## src/rtl/downwell_pkg.sv

```systemverilog
// Shared screen geometry, coordinate widths and the player motion FSM states.
package downwell_pkg;

  localparam int SCREEN_W = 160;
  localparam int SCREEN_H = 120;
  localparam int SPRITE_W = 4;
  localparam int SPRITE_H = 4;

  localparam int X_W = 8;
  localparam int Y_W = 7;

  typedef enum logic [1:0] {
    S_IDLE,
    S_HORIZ,
    S_VERT,
    S_COMMIT
  } motion_state_t;

endpackage

```

## src/rtl/frame_divider.sv

```systemverilog
// Free-running divider producing a registered one-cycle pulse every FRAME_DIV clocks.
module frame_divider #(
  parameter int unsigned FRAME_DIV = 833333
) (
  input  logic clk,
  input  logic resetn,
  output logic frame_tick
);

  localparam int unsigned CW = $clog2(FRAME_DIV);

  logic [CW-1:0] count;

  always_ff @(posedge clk or negedge resetn) begin
    if (!resetn) begin
      count      <= '0;
      frame_tick <= 1'b0;
    end else if (count == CW'(FRAME_DIV - 1)) begin
      count      <= '0;
      frame_tick <= 1'b1;
    end else begin
      count      <= count + CW'(1);
      frame_tick <= 1'b0;
    end
  end

endmodule

```

## src/rtl/player_motion.sv

```systemverilog
// Per-frame player physics: horizontal move, jump/gravity, clamp, then hold the
// result pending until the draw engine takes it with a next pulse.
module player_motion
  import downwell_pkg::*;
#(
  parameter int unsigned        FRAME_DIV = 833333,
  parameter logic [X_W-1:0]     X_START   = 8'd3,
  parameter logic [Y_W-1:0]     Y_START   = 7'd3,
  parameter logic [X_W-1:0]     X_MIN     = 8'd0,
  parameter logic [X_W-1:0]     X_MAX     = X_W'(SCREEN_W - SPRITE_W),
  parameter logic [Y_W-1:0]     Y_MIN     = 7'd0,
  parameter logic [Y_W-1:0]     Y_MAX     = Y_W'(SCREEN_H - SPRITE_H),
  parameter logic signed [3:0]  JUMP_VEL  = -4'sd4,
  parameter logic signed [3:0]  MAX_FALL  = 4'sd3
) (
  input  logic           clk,
  input  logic           resetn,
  input  logic           left,
  input  logic           right,
  input  logic           jump,
  input  logic           next,
  output logic [X_W-1:0] x_out,
  output logic [Y_W-1:0] y_out,
  output logic           pending,
  output logic           grounded,
  output logic           frame_tick
);

  motion_state_t      state;
  logic [X_W-1:0]     px;
  logic [Y_W-1:0]     py;
  logic signed [3:0]  vy;
  logic signed [8:0]  ny;
  logic               jump_req;
  logic               jump_d;
  logic signed [3:0]  vy_new;
  logic signed [8:0]  ny_new;

  frame_divider #(.FRAME_DIV(FRAME_DIV)) u_div (
    .clk        (clk),
    .resetn     (resetn),
    .frame_tick (frame_tick)
  );

  always_comb begin
    vy_new = vy;
    if (jump_req && grounded)
      vy_new = JUMP_VEL;
    else if (vy >= MAX_FALL)
      vy_new = MAX_FALL;
    else
      vy_new = vy + 4'sd1;
    ny_new = $signed({2'b00, py}) + {{5{vy_new[3]}}, vy_new};
  end

  always_ff @(posedge clk or negedge resetn) begin
    if (!resetn) begin
      state    <= S_IDLE;
      px       <= X_START;
      py       <= Y_START;
      vy       <= '0;
      ny       <= '0;
      jump_req <= 1'b0;
      jump_d   <= 1'b0;
      x_out    <= X_START;
      y_out    <= Y_START;
      pending  <= 1'b0;
      grounded <= 1'b0;
    end else begin
      jump_d <= jump;
      // A fresh jump edge wins over the S_VERT clear so it is never lost.
      if (jump && !jump_d)
        jump_req <= 1'b1;
      else if (state == S_VERT)
        jump_req <= 1'b0;

      // Publishing reads px/py before any commit on this edge lands.
      if (next && pending) begin
        x_out <= px;
        y_out <= py;
      end
      if (state == S_COMMIT)
        pending <= 1'b1;
      else if (next)
        pending <= 1'b0;

      unique case (state)
        S_IDLE: begin
          if (frame_tick)
            state <= S_HORIZ;
        end
        S_HORIZ: begin
          if (left && !right)
            px <= (px <= X_MIN) ? X_MIN : px - 1'b1;
          else if (right && !left)
            px <= (px >= X_MAX) ? X_MAX : px + 1'b1;
          state <= S_VERT;
        end
        S_VERT: begin
          vy <= vy_new;
          ny <= ny_new;
          if (jump_req && grounded)
            grounded <= 1'b0;
          state <= S_COMMIT;
        end
        S_COMMIT: begin
          if (ny >= $signed({2'b00, Y_MAX})) begin
            py       <= Y_MAX;
            vy       <= '0;
            grounded <= 1'b1;
          end else if (ny <= $signed({2'b00, Y_MIN})) begin
            py <= Y_MIN;
            vy <= '0;
          end else begin
            py       <= ny[Y_W-1:0];
            grounded <= 1'b0;
          end
          state <= S_IDLE;
        end
        default: state <= S_IDLE;
      endcase
    end
  end

endmodule
```

## config.mk

```make
export PLATFORM = sky130hd
export DESIGN_NAME = player_motion
export DESIGN_NICKNAME = d
export VERILOG_FILES = /design/src/rtl/downwell_pkg.sv /design/src/rtl/frame_divider.sv /design/src/rtl/player_motion.sv
export SDC_FILE = /design/constraint.sdc
export NUM_CORES = 1
export LEC_CHECK = 0
export ABC_AREA = 1
export CAP_MARGIN = 5
export CELL_PAD_IN_SITES_DETAIL_PLACEMENT = 2
export CELL_PAD_IN_SITES_GLOBAL_PLACEMENT = 2
export CORE_MARGIN = 1.5
export CORE_UTILIZATION = 39
export CTS_BUF_LIST = sky130_fd_sc_hd__clkbuf_4
export CTS_CLUSTER_SIZE = 16
export DETAILED_ROUTE_END_ITERATION = 6
export DONT_BUFFER_PORTS = 1
export PLACE_DENSITY_LB_ADDON = 0.1
export SLEW_MARGIN = 20
export SYNTH_ARGS = -nofsm -noshare
export SYNTH_HDL_FRONTEND = slang
export SYNTH_SLANG_ARGS = --single-unit
```

## constraint.sdc

```tcl
create_clock -name clk -period 2.7 [get_ports clk]
set_input_delay 0.675 -clock clk [delete_from_list [all_inputs] [get_ports clk]]
set_output_delay 0.675 -clock clk [all_outputs]
set_load 0.01 [all_outputs]
```

==> results_tabular.tex, run 1 <==
\begin{tabular}{lr}
\hline
Metric & Value \\
\hline
\multicolumn{2}{l}{\textbf{Floorplanning}} \\
\quad DIE WIDTH & 106.3 um \\
\quad Floorplan row count & 37 \\
\quad Die height & 106.3 um \\
\quad Core area & 10320 um2 \\
\quad \# IOs & 24 \\
\quad Initial Utilization & 0.4032 \\
\quad DIE AREA & 11300 um2 \\
\multicolumn{2}{l}{\textbf{STA}} \\
\quad Setup\_tns & 0 ps \\
\quad Slew Limit Fails & 0 \\
\quad Shortest period the worst path allows & 2335 ps \\
\quad Clock Skews & 10.30 ps \\
\quad RSZ-0062 raised after global routing & no \\
\quad Worst-margin pin slew & 834.5 ps \\
\quad Final cycle utilization of the critical path & 0.8649 \\
\quad Worst path setup slack after routing & 364.8 ps \\
\quad Final-report hold violation count & 0 \\
\quad Worst hold slack & 66.78 ps \\
\quad Highest clock rate & 428.2 MHz \\
\quad Worst slew margin & 0.4423 \\
\quad Final setup violation count & 0 \\
\multicolumn{2}{l}{\textbf{Global route}} \\
\quad GR met1 Demand/Resource & 0.3021 \\
\quad GRT Residual Overflow & 0 \\
\quad Most Used Layer, Global Route & met2 \\
\quad Pin count of the biggest net entering global routing & 63 \\
\quad Wire length of the first global-routing pass & 19760 um \\
\quad GR Util met2 & 0.3820 \\
\quad Met3 usage in global routing & 0.03556 \\
\quad Initial antenna violation count & 0 \\
\quad Number of global-route vias before repair & 3919 \\
\quad Overall track demand over capacity in global routing & 0.2280 \\
\multicolumn{2}{l}{\textbf{Logic synthesis}} \\
\quad Primary flip-flop cell chosen by synthesis mapping & sky130\_fd\_sc\_hd\_\_dfrtp\_1 \\
\quad Fraction of synthesis flops using an asynchronous set or reset pin & 1.000 \\
\quad Synth area leaders & sky130\_fd\_sc\_hd\_\_dfrtp\_1 37\%, sky130\_fd\_sc\_hd\_\_nand2\_1 13\%, sky130\_fd\_sc\_hd\_\_ha\_1 6.0\%, sky130\_fd\_sc\_hd\_\_inv\_1 5.9\%, sky130\_fd\_sc\_hd\_\_nor2\_1 5.1\% \\
\quad Top cells by count, synth & 145 x sky130\_fd\_sc\_hd\_\_nand2\_1, 65 x sky130\_fd\_sc\_hd\_\_inv\_1, 62 x sky130\_fd\_sc\_hd\_\_dfrtp\_1 \\
\quad Dominant combinational cell family by area after synthesis & simple AND/OR/NAND/NOR gates \\
\quad Adder and majority cell fraction of the synthesized area & 0.06492 \\
\quad Area share of the largest cell type after synthesis & 0.3727 \\
\quad Total nets after synthesis & 566 \\
\quad Number of storage elements in the synthesis netlist & 70 \\
\quad Count of flip-flops with a built-in enable after synthesis & 0 \\
\quad Register area share after synthesis & 0.4232 \\
\quad Ys Warns & 0 \\
\quad Cell taking the most area after synthesis & sky130\_fd\_sc\_hd\_\_dfrtp\_1 \\
\quad Post-Synthesis Cell Area & 4163 um2 \\
\quad Fraction of synthesized cell area in xor and xnor cells & 0.03156 \\
\quad Gate count of the mapped netlist & 539 \\
\quad Post-Synthesis Mean Instance Area & 7.723 um2 \\
\quad Synth cell types & 36 \\
\quad Share of cell area taken by muxes after synthesis & 0.01353 \\
\quad Simple-Gate Fraction of Synth Area & 0.3171 \\
\quad Synthesized-area fraction occupied by ao, oa, aoi and oai cells & 0.07875 \\
\quad Cell with the most instances after synthesis & sky130\_fd\_sc\_hd\_\_nand2\_1 \\
\multicolumn{2}{l}{\textbf{Setup path}} \\
\quad Type of origin of the critical path & flop \\
\quad Endpoint of the lowest-slack register-to-register path & ny[8] \\
\quad Largest fanout on the critical path & 8 \\
\quad Path type of the worst setup path & flop to flop \\
\quad Reg2reg path depth & 11 \\
\quad Timing endpoint of the critical path & ny[8] \\
\quad Arrival time of data at the critical path endpoint & 2670 ps \\
\quad Required time of the critical path & 3030 ps \\
\quad Start point of the critical path & grounded \\
\quad Startpoint of the worst register-to-register path & grounded \\
\quad Critical Path End Type & flop \\
\quad Worst reg-to-reg setup slack & 360 ps \\
\multicolumn{2}{l}{\textbf{Routing}} \\
\quad Per-cell routed wire length & 17.08 um \\
\quad DRT iter0 DRCs & 125 \\
\quad Detailed Routing Iterations Pass 1 & 4 \\
\quad Via count & 3528 \\
\quad Count of nets left with antenna violations after detail routing & 0 \\
\quad Final Routed Wirelength & 11720 um \\
\quad Via count normalized by instance count & 5.143 \\
\quad Total DRC errors in the routed layout & 0 \\
\multicolumn{2}{l}{\textbf{Place}} \\
\quad PortBufs & 0 \\
\quad Post-placement worst setup slack & 366.0 ps \\
\quad Final HPWL from detailed placement & 8979 um \\
\quad Placer Congestion & 0.8428 \\
\quad Post-Place Cell Area & 4308 um2 \\
\multicolumn{2}{l}{\textbf{Layout}} \\
\quad Layout cells sized above 1 & 0.1200 \\
\quad Count of inserted antenna diode cells & 0 \\
\quad Total non-filler cell area in the finished layout & 4473 um2 \\
\quad Number of nets at the end of the flow & 572 \\
\quad Synthesis-to-layout area growth & 7.454\% \\
\multicolumn{2}{l}{\textbf{Clock network}} \\
\quad Buffers inserted during post-CTS setup optimization & 0 \\
\quad Clock net sink count & 70 \\
\quad Deepest clock path buffer count & 2 \\
\quad Clock-pin slew of the registers on the worst-case setup and hold paths & 130 ps \\
\quad Gates resized, CTS repair & 0 \\
\quad Cell chosen for the clock root & sky130\_fd\_sc\_hd\_\_clkbuf\_4 \\
\quad Number of buffers created by CTS & 9 \\
\quad Number of buffers inserted for hold repair after clock tree synthesis & 1 \\
\quad CTS tree & yes \\
\quad Maximum level of the CTS H-tree & 3 \\
\quad Clock latency reported for the late side of the worst-skew pair & 430 ps \\
\multicolumn{2}{l}{\textbf{Hold path}} \\
\quad Worst min-delay path class & primary input to asynchronous set/reset pin \\
\multicolumn{2}{l}{\textbf{Power and ir drop}} \\
\quad Final total power & 1.904 mW \\
\quad Leakage power summed over all cells & 2.194 nW \\
\quad Power per cell area & 425.5 nW/um2 \\
\quad Worst supply voltage drop on vdd & 172.2 uV \\
\multicolumn{2}{l}{\textbf{Job}} \\
\quad Number of maximum-capacitance constraint violations & 0 \\
\multicolumn{2}{l}{\textbf{Run status}} \\
\quad Outcome & completed \\
\hline
\end{tabular}
==> sequential cells by signal (all words and copies together), names as in the netlist <==
signal	flops
jump_d	1
y_out	7
ny	9
pending	1
u_div.frame_tick	1
grounded	1
x_out	8
jump_req	1
vy	4
state	2
px	8
u_div.count	20
py	7
==> how the worst min path moves through the flow <==
| stage | to | slack, ps | cells after the start | startpoint |
|---|---|---|---|---|
| floorplan | grounded | 380 | 0 | resetn |
| global placement | px[4] | 380 | 0 | resetn |
| detailed placement | px[2] | 380 | 0 | resetn |
| CTS | y_out[0] | 30 | 0 | resetn |
| global route | y_out[1] | 20 | 0 | resetn |
| finish | y_out[1] | 70 | 0 | resetn |
==> per-stage QoR <==
stage	util	std cells
2_1_floorplan	-	539
3_3_place_gp	0.4173	669
3_5_place_dp	0.4173	669
4_1_cts	0.4333	686
5_1_grt	0.4333	686
6_report	0.4333	686
==> worst max-delay path: stages, from the launching register on <==
cell and delay, ps:
sky130_fd_sc_hd__dfrtp_1 450, sky130_fd_sc_hd__nand2_1 120, sky130_fd_sc_hd__inv_1 80, sky130_fd_sc_hd__a21oi_1 290, sky130_fd_sc_hd__inv_1 230, sky130_fd_sc_hd__ha_1 390
sky130_fd_sc_hd__a21oi_1 190, sky130_fd_sc_hd__nand2_1 130, sky130_fd_sc_hd__nand3_1 120, sky130_fd_sc_hd__nand3_1 70, sky130_fd_sc_hd__nand3_1 100, sky130_fd_sc_hd__nand2_1 50
==> per-layer routing <==
metal	routed length [um]	vias up
met3	374	12
met1	5514	1742
li1	-	1734
met5	0	-
met2	5705	40
met4	126	0
==> final cells by class <==
type                    instances  area (um2)
clock inverters                 6       62.56
multi-input cells             393        2106
inverters                      68       255.2
fillers                      1232        5851
flip-flops and latches         70        1762
clock buffers                  10       75.07
well taps                     136       170.2
repair buffers                  3       42.54
==> cells by family after synthesis <==
kind of cell               after synthesis
DFF                                     70
xor gates and xnor gates                15
AOI/OAI and AO/OA                       62
and+or+nand+nor                        290
adders and majority gates               21
muxes                                    5
buffers and inverters                   76
==> placed cells by master, fill, tap and decap left out, types with 3 or more instances in the layout <==
cell type	count
sky130_fd_sc_hd__nand2_1	145
sky130_fd_sc_hd__xnor2_1	7
sky130_fd_sc_hd__a21oi_1	20
sky130_fd_sc_hd__mux2_2	5
sky130_fd_sc_hd__o21ai_0	33
sky130_fd_sc_hd__ha_1	20
sky130_fd_sc_hd__nand3_2	3
sky130_fd_sc_hd__xor2_1	8
sky130_fd_sc_hd__dfrtp_1	62
sky130_fd_sc_hd__inv_2	3
sky130_fd_sc_hd__clkbuf_4	10
sky130_fd_sc_hd__dfstp_2	8
sky130_fd_sc_hd__nor2_1	57
sky130_fd_sc_hd__nand2_2	6
sky130_fd_sc_hd__nand4_1	11
sky130_fd_sc_hd__nand3_1	39
sky130_fd_sc_hd__nor3_2	3
sky130_fd_sc_hd__nor3_1	5
sky130_fd_sc_hd__inv_1	65
sky130_fd_sc_hd__nor2_2	9
sky130_fd_sc_hd__nor2_4	6
==> where the power goes <==
group	internal (mW)	leakage [nW]	switching, mW	total [mW]
Clock	0.289	0.0700	0.409	0.699
Combinational	0.0338	1.21	0.0687	0.103
Sequential	1.07	0.917	0.0312	1.10
Power figures use the tool's default switching activity.
==> inputs of run 2 (changes only) <==
HOLD_SLACK_MARGIN = 0.12   (was not set)
==> run 2 against run 1 <==
  * Worst setup slack got worse by 21 ps
  * Flip-flop and latch count stayed put
  * Final cell count up 0.15%
  * Global-route usage fell by 0.21 points
  * Total power up 0.49%
  * Critical path depth did not move
  * Sequential power barely moved
  * Count of clock-buffer cells in the layout unchanged
  * Wire length fell by 0.37%
  * Hold slack improved by 190 ps
  * Register-to-register slack lost 20 ps
  * Critical path type unchanged
  * Critical endpoint unchanged
  * Largest cell class unchanged
  * Highest routed layer unchanged
==> results_tabular.tex, run 2 (synthesized netlist as in run 1, its figures left out) <==
\begin{tabular}{lr}
\hline
Metric & Value \\
\hline
\multicolumn{2}{l}{\textbf{Floorplanning}} \\
\quad Floorplan row count & 37 \\
\quad Die height & 106.3 um \\
\quad DIE WIDTH & 106.3 um \\
\quad Core area & 10320 um2 \\
\quad Initial Utilization & 0.4032 \\
\quad \# IOs & 24 \\
\quad DIE AREA & 11300 um2 \\
\multicolumn{2}{l}{\textbf{Place}} \\
\quad Final HPWL from detailed placement & 8979 um \\
\quad Placer Congestion & 0.8428 \\
\quad Cell count after placement & 669 \\
\quad Post-placement worst setup slack & 366.0 ps \\
\quad Post-Place Cell Area & 4308 um2 \\
\quad PortBufs & 0 \\
\multicolumn{2}{l}{\textbf{Layout}} \\
\quad Layout cells sized above 1 & 0.1198 \\
\quad Largest regs & u\_div.count (20), ny (9) \\
\quad Total non-filler cell area in the finished layout & 4483 um2 \\
\quad Count of inserted antenna diode cells & 0 \\
\quad Most common library cell in the layout ignoring fill and taps & sky130\_fd\_sc\_hd\_\_nand2\_1 \\
\quad Largest register FFs & 20 \\
\quad Register with the most flip-flops & u\_div.count \\
\quad Count of placed standard cells in the final layout, fillers left out & 687 \\
\quad Commonest cells after routing, fill and taps aside & 145 x sky130\_fd\_sc\_hd\_\_nand2\_1, 65 x sky130\_fd\_sc\_hd\_\_inv\_1, 62 x sky130\_fd\_sc\_hd\_\_dfrtp\_1, 57 x sky130\_fd\_sc\_hd\_\_nor2\_1, 39 x sky130\_fd\_sc\_hd\_\_nand3\_1 \\
\quad Final core utilization & 0.4343 \\
\quad Number of nets at the end of the flow & 573 \\
\quad Synthesis-to-layout area growth & 7.695\% \\
\multicolumn{2}{l}{\textbf{STA}} \\
\quad Final-report hold violation count & 0 \\
\quad Worst path setup slack after routing & 343.3 ps \\
\quad Highest clock rate & 424.3 MHz \\
\quad Slew Limit Fails & 0 \\
\quad Shortest period the worst path allows & 2357 ps \\
\quad Worst-margin pin slew & 847.3 ps \\
\quad Clock Skews & 20.75 ps \\
\quad Worst hold slack & 255.3 ps \\
\quad Final setup violation count & 0 \\
\quad Worst slew margin & 0.4338 \\
\quad Final cycle utilization of the critical path & 0.8728 \\
\quad RSZ-0062 raised after global routing & no \\
\quad Setup\_tns & 0 ps \\
\multicolumn{2}{l}{\textbf{Run status}} \\
\quad Outcome & completed \\
\multicolumn{2}{l}{\textbf{Hold path}} \\
\quad Worst min-delay path class & primary input to flop \\
\quad Startpoint of the most critical hold path & jump \\
\quad Number of stages on the worst hold path & 0 \\
\quad Hold Path End & jump\_d \\
\multicolumn{2}{l}{\textbf{Clock network}} \\
\quad Clock net sink count & 70 \\
\quad Cell chosen for the clock root & sky130\_fd\_sc\_hd\_\_clkbuf\_4 \\
\quad Deepest clock path buffer count & 2 \\
\quad CTS tree & yes \\
\quad Number of buffers created by CTS & 9 \\
\quad Gates resized, CTS repair & 0 \\
\quad Clock-pin slew of the registers on the worst-case setup and hold paths & 130 ps \\
\quad Maximum level of the CTS H-tree & 3 \\
\quad Clock latency reported for the late side of the worst-skew pair & 440 ps \\
\multicolumn{2}{l}{\textbf{Routing}} \\
\quad Total DRC errors in the routed layout & 0 \\
\quad Final Routed Wirelength & 11680 um \\
\quad Via count normalized by instance count & 5.162 \\
\quad Detailed Routing Iterations Pass 1 & 4 \\
\quad Count of nets left with antenna violations after detail routing & 0 \\
\quad Per-cell routed wire length & 17.00 um \\
\quad Via count & 3546 \\
\quad DRT iter0 DRCs & 129 \\
\multicolumn{2}{l}{\textbf{Global route}} \\
\quad Overall track demand over capacity in global routing & 0.2259 \\
\quad Number of global-route vias before repair & 3919 \\
\quad Wire length of the first global-routing pass & 19660 um \\
\quad GRT Residual Overflow & 0 \\
\quad Initial antenna violation count & 0 \\
\quad Pin count of the biggest net entering global routing & 71 \\
\multicolumn{2}{l}{\textbf{Setup path}} \\
\quad Cell Chain, Critical Path & nand2\_1 -> inv\_1 -> a21oi\_1 -> inv\_1 -> ha\_1 -> a21oi\_1 -> nand2\_1 -> nand3\_1 -> nand3\_1 -> nand3\_1 -> nand2\_1 \\
\quad Arrival time of data at the critical path endpoint & 2690 ps \\
\quad Library cell contributing the largest single delay on the critical path & sky130\_fd\_sc\_hd\_\_dfrtp\_1 \\
\quad Required time of the critical path & 3030 ps \\
\quad Worst Path Buf+Inv & 2 \\
\quad Startpoint of the worst register-to-register path & grounded \\
\quad Type of origin of the critical path & flop \\
\quad Endpoint of the lowest-slack register-to-register path & ny[8] \\
\quad Reg2reg path depth & 11 \\
\quad Largest incremental delay on the critical path & 450 ps \\
\quad Worst reg-to-reg setup slack & 340 ps \\
\quad Largest fanout on the critical path & 8 \\
\quad Kind of cell adding the most delay to the critical path & simple AND/OR/NAND/NOR gates \\
\quad Path type of the worst setup path & flop to flop \\
\quad Critical Path End Type & flop \\
\multicolumn{2}{l}{\textbf{Job}} \\
\quad Number of maximum-capacitance constraint violations & 0 \\
\multicolumn{2}{l}{\textbf{Power and ir drop}} \\
\quad Final total power & 1.913 mW \\
\quad Worst supply voltage drop on vdd & 181.3 uV \\
\quad Leakage power summed over all cells & 2.199 nW \\
\quad Power per cell area & 426.7 nW/um2 \\
\hline
\end{tabular}
==> run 2: cell types whose count changed in the layout (fill, tap and decap cells not counted), sizes merged <==
cell and change:
dlygate4sd3 +1
==> run 2: final cells by class <==
cell class              count  area [um2]
clock inverters             6       62.56
well taps                 136       170.2
repair buffers              4       52.55
multi-input cells         393        2106
fillers                  1234        5841
clock buffers              10       75.07
inverters                  68       255.2
flip-flops and latches     70        1762
==> run 2: timing repair <==
action | in CTS | in global routing
hold buffers | 2 | 0
buffers inserted | 0 | 0
hold endpoints to repair | 70 | 0
==> run 2: power by group <==
part	leakage [nW]	switching, mW	total (mW)	internal [mW]
Combinational	1.21	0.0718	0.106	0.0346
Sequential	0.917	0.0312	1.10	1.07
Clock	0.0700	0.415	0.704	0.289
==> run 2: worst max path at each step <==
stage / from / cells after the start / endpoint
6_report: grounded / 11 / ny[8]
2_1_floorplan: vy[0] / 11 / ny[8]
5_1_grt: grounded / 12 / ny[8]
3_5_place_dp: grounded / 11 / ny[8]
3_3_place_gp: grounded / 11 / ny[8]
4_1_cts: grounded / 11 / ny[8]
==> run 2: worst register-to-register path: stages (launching register included) <==
cell	delay [ps]
sky130_fd_sc_hd__dfrtp_1	450
sky130_fd_sc_hd__nand2_1	120
sky130_fd_sc_hd__inv_1	80
sky130_fd_sc_hd__a21oi_1	310
sky130_fd_sc_hd__inv_1	240
sky130_fd_sc_hd__ha_1	400
sky130_fd_sc_hd__a21oi_1	190
sky130_fd_sc_hd__nand2_1	130
sky130_fd_sc_hd__nand3_1	120
sky130_fd_sc_hd__nand3_1	70
sky130_fd_sc_hd__nand3_1	100
sky130_fd_sc_hd__nand2_1	50
==> run 2: per-layer routing <==
metal / GRT usage / up-vias / share of wire
li1: - / 1733 / -
met5: 0 / - / 0
met4: 0.07143 / 0 / 0.011
met1: 0.2993 / 1758 / 0.48
met2: 0.3779 / 43 / 0.48
met3: 0.03556 / 12 / 0.027
==> inputs of run 3 (changes only) <==
ABC_AREA = 0   (was 1)
CORE_UTILIZATION = 43   (was 39)
==> run 3 against run 2 <==
  * Sequential power is 4% lower
  * Register-to-register slack worse by 200 ps
  * Global-route usage is 0.24 points lower
  * Flip-flop and latch count stayed put
  * Critical path type unchanged
==> results_tabular.tex, run 3 <==
\begin{tabular}{lr}
\hline
Metric & Value \\
\hline
\multicolumn{2}{l}{\textbf{STA}} \\
\quad Worst slew margin & 0.4473 \\
\quad Highest clock rate & 391.3 MHz \\
\quad Setup\_tns & 0 ps \\
\quad Worst hold slack & 275.0 ps \\
\quad Clock Skews & 22.80 ps \\
\quad Worst-margin pin slew & 822.7 ps \\
\quad Slew Limit Fails & 0 \\
\quad Final setup violation count & 0 \\
\quad Final cycle utilization of the critical path & 0.9465 \\
\quad Final-report hold violation count & 0 \\
\quad Shortest period the worst path allows & 2555 ps \\
\multicolumn{2}{l}{\textbf{Logic synthesis}} \\
\quad Cell with the most instances after synthesis & sky130\_fd\_sc\_hd\_\_dfrtp\_1 \\
\quad Number of storage elements in the synthesis netlist & 70 \\
\quad Post-Synthesis Cell Area & 3751 um2 \\
\quad Gate count of the mapped netlist & 370 \\
\quad Area share of the largest cell type after synthesis & 0.4136 \\
\quad Synth cell types & 53 \\
\quad Synth area leaders & sky130\_fd\_sc\_hd\_\_dfrtp\_1 41\%, sky130\_fd\_sc\_hd\_\_ha\_1 6.7\%, sky130\_fd\_sc\_hd\_\_dfstp\_2 5.6\%, sky130\_fd\_sc\_hd\_\_mux2\_2 4.8\%, sky130\_fd\_sc\_hd\_\_o21ai\_0 3.5\% \\
\quad Primary flip-flop cell chosen by synthesis mapping & sky130\_fd\_sc\_hd\_\_dfrtp\_1 \\
\quad Register area share after synthesis & 0.4696 \\
\quad Total nets after synthesis & 397 \\
\quad Top cells by count, synth & 62 x sky130\_fd\_sc\_hd\_\_dfrtp\_1, 29 x sky130\_fd\_sc\_hd\_\_nand2\_1, 29 x sky130\_fd\_sc\_hd\_\_nor2\_1 \\
\quad Post-Synthesis Mean Instance Area & 10.14 um2 \\
\quad Count of flip-flops with a built-in enable after synthesis & 0 \\
\quad Cell taking the most area after synthesis & sky130\_fd\_sc\_hd\_\_dfrtp\_1 \\
\quad Ys Warns & 0 \\
\quad Fraction of synthesis flops using an asynchronous set or reset pin & 1.000 \\
\multicolumn{2}{l}{\textbf{Layout}} \\
\quad Largest register FFs & 20 \\
\quad Fill cells & 880 \\
\quad Area of all sequential standard cells & 1762 um2 \\
\quad Commonest cells after routing, fill and taps aside & 62 x sky130\_fd\_sc\_hd\_\_dfrtp\_1, 29 x sky130\_fd\_sc\_hd\_\_nand2\_1, 29 x sky130\_fd\_sc\_hd\_\_nor2\_1, 24 x sky130\_fd\_sc\_hd\_\_o21ai\_0, 21 x sky130\_fd\_sc\_hd\_\_inv\_1 \\
\quad Register with the most flip-flops & u\_div.count \\
\quad Multi-input gate area in the final layout & 1852 um2 \\
\quad Number of nets at the end of the flow & 404 \\
\quad Largest regs & u\_div.count (20), ny (9) \\
\quad Count of inserted antenna diode cells & 0 \\
\quad Final core utilization & 0.4880 \\
\quad Total non-filler cell area in the finished layout & 4070 um2 \\
\quad Most common library cell in the layout ignoring fill and taps & sky130\_fd\_sc\_hd\_\_dfrtp\_1 \\
\quad Layout cells sized above 1 & 0.1518 \\
\quad Synthesis-to-layout area growth & 8.506\% \\
\multicolumn{2}{l}{\textbf{Setup path}} \\
\quad Required time of the critical path & 3000 ps \\
\quad Path type of the worst setup path & flop to flop \\
\quad Largest fanout on the critical path & 4 \\
\quad Arrival time of data at the critical path endpoint & 2850 ps \\
\quad Type of origin of the critical path & flop \\
\quad Critical Path End Type & flop \\
\multicolumn{2}{l}{\textbf{Power and ir drop}} \\
\quad Power per cell area & 460.2 nW/um2 \\
\quad Leakage power summed over all cells & 1.928 nW \\
\quad Worst supply voltage drop on vdd & 255.2 uV \\
\multicolumn{2}{l}{\textbf{Place}} \\
\quad Placer Congestion & 0.8156 \\
\quad Post-Place Cell Area & 3842 um2 \\
\quad PortBufs & 0 \\
\quad Final HPWL from detailed placement & 6652 um \\
\multicolumn{2}{l}{\textbf{Job}} \\
\quad Number of maximum-capacitance constraint violations & 0 \\
\multicolumn{2}{l}{\textbf{Run status}} \\
\quad Outcome & completed \\
\multicolumn{2}{l}{\textbf{Floorplanning}} \\
\quad Die height & 96.40 um \\
\quad Initial Utilization & 0.4497 \\
\quad \# IOs & 24 \\
\quad Core area & 8341 um2 \\
\quad DIE AREA & 9293 um2 \\
\quad Floorplan row count & 33 \\
\quad DIE WIDTH & 96.40 um \\
\multicolumn{2}{l}{\textbf{Routing}} \\
\quad Via count normalized by instance count & 5.791 \\
\quad Per-cell routed wire length & 19.18 um \\
\quad Detailed Routing Iterations Pass 1 & 4 \\
\quad Final Routed Wirelength & 9341 um \\
\quad DRT iter0 DRCs & 50 \\
\quad Total DRC errors in the routed layout & 0 \\
\quad Count of nets left with antenna violations after detail routing & 0 \\
\quad Via count & 2820 \\
\multicolumn{2}{l}{\textbf{Clock network}} \\
\quad Clock latency reported for the late side of the worst-skew pair & 430 ps \\
\quad Clock-pin slew of the registers on the worst-case setup and hold paths & 120 ps \\
\quad CTS tree & yes \\
\quad Deepest clock path buffer count & 2 \\
\quad Cell chosen for the clock root & sky130\_fd\_sc\_hd\_\_clkbuf\_4 \\
\quad Number of buffers created by CTS & 9 \\
\quad Maximum level of the CTS H-tree & 3 \\
\quad Clock net sink count & 70 \\
\multicolumn{2}{l}{\textbf{Global route}} \\
\quad Wire length of the first global-routing pass & 15560 um \\
\quad Pin count of the biggest net entering global routing & 71 \\
\quad Number of global-route vias before repair & 3021 \\
\quad GRT Residual Overflow & 0 \\
\quad Overall track demand over capacity in global routing & 0.2234 \\
\quad Initial antenna violation count & 0 \\
\multicolumn{2}{l}{\textbf{Hold path}} \\
\quad Worst min-delay path class & primary input to flop \\
\hline
\end{tabular}
run 3: cell types whose count changed in the layout (fill, tap and decap cells not counted), moves of 7 or more:
| cell | before | now |
|---|---|---|
| sky130_fd_sc_hd__nand2_1 | 145 | 29 |
| sky130_fd_sc_hd__nor2_2 | 9 | 0 |
| sky130_fd_sc_hd__mux2_2 | 5 | 16 |
| sky130_fd_sc_hd__and3_1 | 0 | 7 |
| sky130_fd_sc_hd__o21ai_0 | 33 | 24 |
| sky130_fd_sc_hd__inv_1 | 65 | 21 |
| sky130_fd_sc_hd__nand3_1 | 39 | 14 |
| sky130_fd_sc_hd__nor2_1 | 57 | 29 |
| sky130_fd_sc_hd__nand4_1 | 11 | 4 |
run 3: path summary, 6_finish.rpt:
path | from | to | slack (ps) | cells after the start
max in group asynchronous | resetn | px[1] | 1570 | 2
worst min-delay path | jump | jump_d | 270 | 0
min in group asynchronous | resetn | py[3] | 760 | 2
worst max register to register | vy[0] | ny[6] | 140 | 10
worst max-delay path | vy[0] | ny[6] | 140 | 10
worst min register to register | jump_d | jump_req | 440 | 1
run 3: worst max-delay path, cell delays in order, from the launching register on:
cell and delay [ps]:
sky130_fd_sc_hd__dfrtp_1 440, sky130_fd_sc_hd__ha_1 240, sky130_fd_sc_hd__o21ai_2 160, sky130_fd_sc_hd__a21boi_1 110
sky130_fd_sc_hd__ha_1 250, sky130_fd_sc_hd__fa_2 440, sky130_fd_sc_hd__a211oi_4 280, sky130_fd_sc_hd__o21bai_1 110
sky130_fd_sc_hd__a21oi_1 180, sky130_fd_sc_hd__xnor2_1 140, sky130_fd_sc_hd__a21oi_1 80
run 3: kinds of logic (layout without fill, tap and decap cells):
kind of cell               Yosys count  count (layout)  share of synthesized area
AOI/OAI and AO/OA                   80              80                     0.1368
xor gates and xnor gates            22              22                    0.05137
adders and majority gates           21              21                    0.07205
DFF                                 70              70                     0.4696
buffers and inverters               34              46                    0.04169
and+or+nand+nor                    122             122                     0.1671
muxes                               21              21                    0.06137
run 3: cell type report:
class                           instances  area share
Multi-Input combinational cell        266      0.4550
Clock buffer                            9     0.01660
Sequential cell                        70      0.4328
Inverter                               21     0.01937
Tap cell                              105     0.03228
Timing Repair Buffer                    9     0.02213
Clock inverter                          7     0.02183
run 3: timing repair:
| item | CTS | global route |
|---|---|---|
| pin swaps | 1 | 1 |
| hold buffers | 2 | 0 |
| setup endpoints to repair | 2 | 4 |
| resized for setup | 3 | 5 |
| buffers inserted | 0 | 2 |
| endpoints found under the hold margin | 70 | 0 |
run 3: power by group:
part / leakage (nW) / switching [mW] / internal (mW)
combinational: 0.911 / 0.0305 / 0.00975
sequential: 0.928 / 0.00619 / 1.06
clock: 0.0894 / 0.399 / 0.371
run 3: through the flow:
step / setup slack, ps / power, mW / std cells
after global routing: -29.33 / 1.944 / 487
final: 144.6 / 1.873 / 487
after floorplan: 241.8 / 1.091 / 370
after CTS: 17.91 / 1.895 / 485
after global placement: 96.00 / 1.096 / 467
after detailed placement: -135.9 / 1.098 / 467
run 3: per-layer routing:
metal  track usage  up-vias  share of wire
li1              -     1322              -
met1        0.2956     1446           0.47
met2        0.3697       43           0.47
met3       0.04695        9          0.042
met4       0.06522        0          0.011
met5             0        -              0
